<file path="src/rtl/matmul_seq_ctrl.sv">
// matmul_seq_ctrl
//   Sequencer in front of the matmul datapath. A host start streams k_len operand
//   beats from the activation SRAM (DIN_W per beat) and the weight SRAM (WIN_W per
//   beat) into matmul. The last beat is flagged on mm_valid_o. The block then waits
//   for the matmul result and holds it on a valid/ready output until consumed.
//   Only one job is in flight at a time.
//
// Ports
//   clk_i, rstn_i                 clock (rising edge), asynchronous active-low reset
//   start_i, k_len_i              job request and beat count, sampled when accepted in IDLE
//   a_base_i, w_base_i            SRAM base addresses, sampled when accepted
//   busy_o                        high while a job is active (state != IDLE)
//   done_o                        1-cycle pulse at job end, on both normal and error completion
//   err_o                         sticky error (k_len=0 or result timeout), cleared on the next accepted job
//   act_rd_o/act_addr_o/act_data_i  activation SRAM port (read data arrives 1 cycle after the strobe)
//   wgt_rd_o/wgt_addr_o/wgt_data_i  weight SRAM port (same timing as activation)
//   mm_en_o/mm_valid_o/mm_din_o/mm_win_o  beat stream into matmul
//   mm_vld_i/mm_res_i             matmul result handshake
//   res_o/res_vld_o/res_rdy_i     captured result, valid/ready
module matmul_seq_ctrl #(
  parameter int DIN_W   = 128,
  parameter int WIN_W   = 8,
  parameter int RES_W   = 512,
  parameter int ADDR_W  = 8,
  parameter int KLEN_W  = 4,
  parameter int TIMEOUT = 64
) (
  input  logic              clk_i,
  input  logic              rstn_i,
  input  logic              start_i,
  input  logic [KLEN_W-1:0] k_len_i,
  input  logic [ADDR_W-1:0] a_base_i,
  input  logic [ADDR_W-1:0] w_base_i,
  output logic              busy_o,
  output logic              done_o,
  output logic              err_o,
  output logic              act_rd_o,
  output logic [ADDR_W-1:0] act_addr_o,
  input  logic [DIN_W-1:0]  act_data_i,
  output logic              wgt_rd_o,
  output logic [ADDR_W-1:0] wgt_addr_o,
  input  logic [WIN_W-1:0]  wgt_data_i,
  output logic              mm_en_o,
  output logic              mm_valid_o,
  output logic [DIN_W-1:0]  mm_din_o,
  output logic [WIN_W-1:0]  mm_win_o,
  input  logic              mm_vld_i,
  input  logic [RES_W-1:0]  mm_res_i,
  output logic [RES_W-1:0]  res_o,
  output logic              res_vld_o,
  input  logic              res_rdy_i
);

  localparam int TMR_W = $clog2(TIMEOUT + 1);

  typedef enum logic [2:0] {
    S_IDLE,
    S_STREAM,
    S_DRAIN,
    S_WAIT_RES,
    S_OUT
  } state_t;

  state_t              state_q, state_d;
  logic [KLEN_W-1:0]   idx_q, idx_d;
  logic [KLEN_W-1:0]   klen_q, klen_d;
  logic [ADDR_W-1:0]   a_base_q, a_base_d;
  logic [ADDR_W-1:0]   w_base_q, w_base_d;
  logic [TMR_W-1:0]    tmr_q, tmr_d;
  logic                err_q, err_d;
  logic                done_q, done_d;
  logic                res_vld_q, res_vld_d;
  logic [RES_W-1:0]    res_q, res_d;
  logic                mm_en_q, mm_valid_q;
  logic                rd;
  logic                last_rd;

  always_comb begin
    state_d   = state_q;
    idx_d     = idx_q;
    klen_d    = klen_q;
    a_base_d  = a_base_q;
    w_base_d  = w_base_q;
    tmr_d     = tmr_q;
    err_d     = err_q;
    done_d    = 1'b0;
    res_vld_d = res_vld_q;
    res_d     = res_q;
    rd        = 1'b0;
    last_rd   = 1'b0;
    unique case (state_q)
      S_IDLE: begin
        if (start_i) begin
          if (k_len_i != '0) begin
            klen_d   = k_len_i;
            a_base_d = a_base_i;
            w_base_d = w_base_i;
            idx_d    = '0;
            err_d    = 1'b0;
            state_d  = S_STREAM;
          end else begin
            // Empty job: flag it and finish without touching the SRAMs.
            err_d  = 1'b1;
            done_d = 1'b1;
          end
        end
      end
      S_STREAM: begin
        rd    = 1'b1;
        idx_d = idx_q + 1'b1;
        if (idx_q == klen_q - 1'b1) begin
          last_rd = 1'b1;
          state_d = S_DRAIN;
        end
      end
      S_DRAIN: begin
        // Last beat is on the matmul inputs this cycle.
        tmr_d   = '0;
        state_d = S_WAIT_RES;
      end
      S_WAIT_RES: begin
        // A result arriving on the final timer cycle still wins over the timeout.
        if (mm_vld_i) begin
          res_d     = mm_res_i;
          res_vld_d = 1'b1;
          state_d   = S_OUT;
        end else if (tmr_q == TMR_W'(TIMEOUT - 1)) begin
          err_d   = 1'b1;
          done_d  = 1'b1;
          state_d = S_IDLE;
        end else begin
          tmr_d = tmr_q + 1'b1;
        end
      end
      S_OUT: begin
        if (res_rdy_i) begin
          res_vld_d = 1'b0;
          done_d    = 1'b1;
          state_d   = S_IDLE;
        end
      end
      default: state_d = S_IDLE;
    endcase
  end

  always_ff @(posedge clk_i or negedge rstn_i) begin
    if (!rstn_i) begin
      state_q    <= S_IDLE;
      idx_q      <= '0;
      klen_q     <= '0;
      a_base_q   <= '0;
      w_base_q   <= '0;
      tmr_q      <= '0;
      err_q      <= 1'b0;
      done_q     <= 1'b0;
      res_vld_q  <= 1'b0;
      res_q      <= '0;
      mm_en_q    <= 1'b0;
      mm_valid_q <= 1'b0;
    end else begin
      state_q    <= state_d;
      idx_q      <= idx_d;
      klen_q     <= klen_d;
      a_base_q   <= a_base_d;
      w_base_q   <= w_base_d;
      tmr_q      <= tmr_d;
      err_q      <= err_d;
      done_q     <= done_d;
      res_vld_q  <= res_vld_d;
      res_q      <= res_d;
      // SRAM read latency is one cycle, so the beat qualifiers trail the strobe by one.
      mm_en_q    <= rd;
      mm_valid_q <= last_rd;
    end
  end

  // Addresses are driven only while reading, and wrap modulo 2^ADDR_W.
  assign act_rd_o   = rd;
  assign wgt_rd_o   = rd;
  assign act_addr_o = rd ? a_base_q + ADDR_W'(idx_q) : '0;
  assign wgt_addr_o = rd ? w_base_q + ADDR_W'(idx_q) : '0;

  assign mm_en_o    = mm_en_q;
  assign mm_valid_o = mm_valid_q;
  assign mm_din_o   = mm_en_q ? act_data_i : '0;
  assign mm_win_o   = mm_en_q ? wgt_data_i : '0;

  assign busy_o    = (state_q != S_IDLE);
  assign done_o    = done_q;
  assign err_o     = err_q;
  assign res_o     = res_q;
  assign res_vld_o = res_vld_q;

endmodule
</file>
<file path="config.mk">
export PLATFORM = sky130hd
export DESIGN_NAME = matmul_seq_ctrl
export DESIGN_NICKNAME = d
export VERILOG_FILES = /design/src/rtl/matmul_seq_ctrl.sv
export SDC_FILE = /design/constraint.sdc
export NUM_CORES = 1
export LEC_CHECK = 0
export CAP_MARGIN = 20
export CORE_AREA = 2 2 525 527
export DETAILED_ROUTE_END_ITERATION = 8
export DIE_AREA = 0 0 527 529
export PLACE_DENSITY = 0.3
export SLEW_MARGIN = 15
export SYNTH_ARGS = -nofsm -noshare
export SYNTH_HDL_FRONTEND = slang
export SYNTH_SLANG_ARGS = --single-unit
</file>
<file path="constraint.sdc">
create_clock -name clk_i -period 2.7 [get_ports clk_i]
set_input_delay 0.405 -clock clk_i [delete_from_list [all_inputs] [get_ports clk_i]]
set_output_delay 0.405 -clock clk_i [all_outputs]
set_load 0.01 [all_outputs]
</file>
# ---- After elaboration in Yosys (flattened, before gate mapping)
# Cells that the tools add are included.
dict set report totals {
  regBits 551
  latch_bits 0
  mem_bits_rw 0
  romBits 0
  input_bits 673
  out_inout_bits 672
  elab_cells 79
  memories 0
}
dict set report classes {
  add_sub_neg 5
  n_mul 0
  div 0
  n_lt_le_gt_ge 0
  eq_ne 15
  shifts 0
  mux 33
  n_bitwise 0
  reduce_logical 14
}
# op count
set ops {}
lappend ops {{128-bit two-way mux} 1}
lappend ops {{8-bit two-way mux} 3}
lappend ops {{3-bit two-way mux} 6}
lappend ops {{8-bit by 4-bit adder with 8-bit output} 2}
lappend ops {{2-bit inequality test, second input constant} 8}
lappend ops {{3-bit one-hot mux with 5 select lines} 1}
lappend ops {{7-bit two-way mux} 2}
lappend ops {{7-bit one-hot mux with 2 select lines} 1}
lappend ops {{1-bit two-way mux} 13}
lappend ops {{3-bit AND reduction} 4}
lappend ops {{4-bit two-way mux} 2}
lappend ops {{4-bit one-hot mux with 2 select lines} 1}
lappend ops {{2-bit nonzero test} 4}
lappend ops {{7-bit by 1-bit adder with 7-bit output, second input constant} 1}
lappend ops {{7-bit by 6-bit == test with 1-bit output, second input constant} 1}
lappend ops {{3-bit by 2-bit == test with 1-bit output, second input constant} 2}
lappend ops {{5-bit AND reduction} 1}
lappend ops {{4-bit by 1-bit adder with 4-bit output, second input constant} 1}
lappend ops {{4-bit == test} 1}
lappend ops {{1-bit one-hot mux with 2 select lines} 2}
lappend ops {{4-bit AND reduction} 1}
lappend ops {{4-bit nonzero test} 1}
lappend ops {{4-bit by 1-bit subtractor with 4-bit output, second input constant} 1}
lappend ops {{3-bit by 1-bit == test with 1-bit output, second input constant} 1}
lappend ops {{other kinds (6)} 6}

# ---- Longest topological paths before layout
dict set report logic_depth {
  ltp_word 4
  mapped_depth 7
  depth_no_buf 6
}

# ---- Worst setup path after synthesis
# OpenSTA, ideal clock, no wires.
dict set report synth_path {
  path_kind {reg-to-output}
  startpoint {reg idx_q[0]}
  endpoint {out act_addr_o[6]}
  arrival_ns 1.752
  t_required_ns 2.295
  path_slack_ns 0.543
  stages_incl_launch_ff 7
  path_buffers 0
  cell_sequence {dfrtp_1 > ha_1 > fa_1 > a21o_1 > a21oi_1 > o21ai_0 > a21oi_1}
}
dict set report synth_between {
  elab_chain_cells 2
}
# element line
set synth_lines {}
lappend synth_lines {{start: declaration} 65} ;# logic [KLEN_W-1:0] idx_q, idx_d;
lappend synth_lines {{start signal: assignment} 162} ;# idx_q <= idx_d;
lappend synth_lines {{8-bit by 4-bit adder with 8-bit output} 180} ;# assign act_addr_o = rd ? a_base_q + ADDR_W'(idx_q) : '0;
lappend synth_lines {{8-bit two-way mux} 180}
lappend synth_lines {{end: declaration} 38} ;# output logic [ADDR_W-1:0] act_addr_o,
# Every way passes these cells.

# ---- Worst setup path in the final report
# Same ends and word-level chain as after synthesis.

==> reports/metrics.yaml <==
synth_edf_count: 0
initialDrtViolationCount: 628
initial_core_util_pct: 8.86
met2WireLength_um: 84800
area_delta_synth_final_pct: 89.9
worstMarginPinSlew_ns: 0.826
grt_max_degree: 69
crit_slowest_cell: "dfrtp_1"
clock_latency_ns: 0.70
final.fill_count: 30018
io_buffer_count: 1344
clock_sink_count: 551
track_usage_pct: 12.9
fin_nets: 3604
crit_path_start_kind: "flip-flop"
ys_top_cells_by_count: "dfrtp_1, mux2_4, and2_1, buf_6, mux2_2"
vias: 18773
syn_area_per_cell_um2: 16.6
setup_tns_ns: -0.925
chipHeight_um: 529
wl_met3_um: 21200
maxCapViolations: 0
ant_nets: 0
leakagePower_uw: 0.0202
ys_seq_area_share_pct: 57.0
syn_inst: 1455
fin_ws_ns: -0.219
netlist_area_um2: 24200
maxSlewViolCount: 0
dieWidth_um: 527
grt_pass1_wl_um: 235000
design_area_um2: 45900
placed_area_um2: 42500
layoutNonFillerInstCount: 6601
top_layer_used: "met5"
placedCellCount: 6391
min_path_type: "input port to asynchronous set/reset pin"
hold_violations: 0
cp-end-kind: "primary output"
crit_path_max_fanout: 3
routabilityCongestion: 0.813
routedWlPerCell_um: 28.3
cts_tree: "built"
ios: 1345
dieArea_um2: 279000
preCtsSetupSlack_ns: -0.0252
yosys_warnings: 0
rsz0062_at_grt: "yes"
failed_checks: "setup timing"
crit_chain: "ha_2 > fa_2 > a21o_1 > a21oi_2 > buf_4 > or3_1 > a21oi_2 > buf_2"
skew_ns: 0.0315
routed_wl_um: 187000
worstPathArrival_ns: 2.51
ys.flop_type: "dfrtp_1"
clkSlewWorstSetupHoldPaths_ns: 0.06
overflow: 0
setup_viol: 9
p_per_area_nw_per_um2: 1180
syn_nets: 2141
multi_input_area_um2: 9830
peakVddDrop_mv: 0.531
synth_most_common_cell: "dfrtp_1"
cts_buffers: 86
wirelength_met1_um: 74300
core_area_um2: 273000
cpPeakStageDelay_ns: 0.39
async_flop_share_pct: 100
cts_root_buf: "clkbuf_16"
clock.fmax_mhz: 343
dr.pass1.iters: 4
synth.top_cell.area_share_pct: 57.0
clock_path_buffers: 3
fp-row-count: 192
crit_top_cell: "a21oi_2"
worstSetupPathType: "flip-flop to primary output"
status: "finished with violations"
drive_gt1_share_pct: 28.5
grt_pass1_vias: 20418
place_hpwl_um: 153000
slew-limit-headroom_pct: 44.1
synth_cell_types: 45
synth_area_leaders: "dfrtp_1, mux2_4, and2_1, buf_6, mux2_2"
regArea_um2: 13800
finalCritPeriodShare_pct: 108
post-synth-top-area-cell: "dfrtp_1"
worstPathRequired_ns: 2.30
finalWorstPathRequiredPeriod_ns: 2.92
antenna_found_initial: 111
cts-htree-levels: 3
ys_seq_elements: 551
drc: 0
via_per_inst: 2.84
-- layer usage --
metal	up-vias	global-route usage [%]
li1	8050	-
met1	9294	15.0
met2	1106	20.9
met3	309	6.22
met4	14	3.90
met5	-	0
-- cell type report --
| cell class | instances | area share (%) |
|---|---|---|
| Clock buffer | 128 | 5.35 |
| Multi-Input combinational cell | 815 | 21.4 |
| Timing Repair Buffer | 1456 | 32.4 |
| Tap cell | 3589 | 9.77 |
| Inverter | 8 | 0.0735 |
| Sequential cell | 551 | 30.0 |
| Antenna cell | 25 | 0.136 |
| Clock inverter | 29 | 0.850 |
-- through the flow --
step           total power, uW  util (%)  hold slack [ns]
2_1_floorplan            24400         -            0.109
3_3_place_gp             42300      15.6            0.452
3_5_place_dp             42000      15.6            0.452
4_1_cts                  55800      16.8            0.202
5_1_grt                  57500      16.8            0.245
6_report                 54100      16.8            0.294
-- registers in the layout, summed over array words and instances (netlist names) --
signal      count
klen_q          4
tmr_q           7
res_vld_o       1
mm_en_o         1
res_o         512
w_base_q        8
mm_valid_o      1
err_o           1
done_o          1
a_base_q        8
state_q         3
idx_q           4
-- what timing repair did --
action                                  CTS  global route
hold buffers                              1             0
pin swaps                                20            13
buffers inserted                         15             4
gates resized for setup                 271            27
cloned                                    9             0
endpoints found under the setup margin  151            22
hold endpoints to repair                 30             0
-- power breakdown --
| part | leakage, uW | switching, uW | internal [uW] |
|---|---|---|---|
| Clock | 0.00140 | 4790 | 6980 |
| Sequential | 0.00675 | 2920 | 12300 |
| Combinational | 0.0121 | 12000 | 15100 |
| Total | 0.0202 | 19800 | 34400 |
-- kinds of logic (layout without fill, tap and decap cells) --
kind of cell    count (synthesis)  after routing  share of synthesized area [%]
compound gates                 48             48                           1.24
xor+xnor                       14             14                          0.507
fa+ha+maj                      13             13                          0.734
buf+inv                        89           1621                           3.18
flops                         551            551                           57.0
mux                           533            533                           32.3
other cells                     0             25                              0
simple gates                  207            207                           5.07
-- cell usage in the layout (no fill, tap or decap), drive strengths merged, types with 3 or more instances in the layout --
master / count
clkdlybuf4s50: 1196
dfrtp: 551
mux2: 531
and2: 138
clkbuf: 131
buf: 129
dlygate4sd2: 95
diode: 25
clkdlybuf4s15: 21
o21ai: 17
nand2: 16
clkinv: 15
nor2: 13
inv: 13
ha: 11
a21oi: 11
dlymetal6s2s: 9
nand3: 8
xor2: 8
bufinv: 7
and3: 6
xnor2: 6
nor3: 5
or3: 5
a21o: 4
o211ai: 3
nor4b: 3
-- critical path, delay by kind of cell (launching register included) --
family          cells  cell delay, ns
fa+ha+maj           2            0.44
flops               1            0.39
simple gates        1            0.36
compound gates      3            0.34
buf+inv             2            0.29
-- path summary, 6_finish.rpt --
kind / start / endpoint / slack [ns] / cells past startpoint
worst max-delay path: idx_q[0]$_DFFE_PN0P_ / act_addr_o[6] / -0.22 / 8
worst min-delay path: rstn_i / res_o[286]$_DFFE_PN0P_ / 0.29 / 2
worst max register to register: state_q[1]$_DFFE_PN0P_ / res_o[109]$_DFFE_PN0P_ / 0.45 / 6
worst min register to register: res_o[324]$_DFFE_PN0P_ / res_o[324]$_DFFE_PN0P_ / 0.51 / 1
max in group asynchronous: rstn_i / res_o[508]$_DFFE_PN0P_ / 1.42 / 3
min in group clk_i: mm_res_i[489] / res_o[489]$_DFFE_PN0P_ / 0.31 / 2
Power figures use the tool's default switching activity.
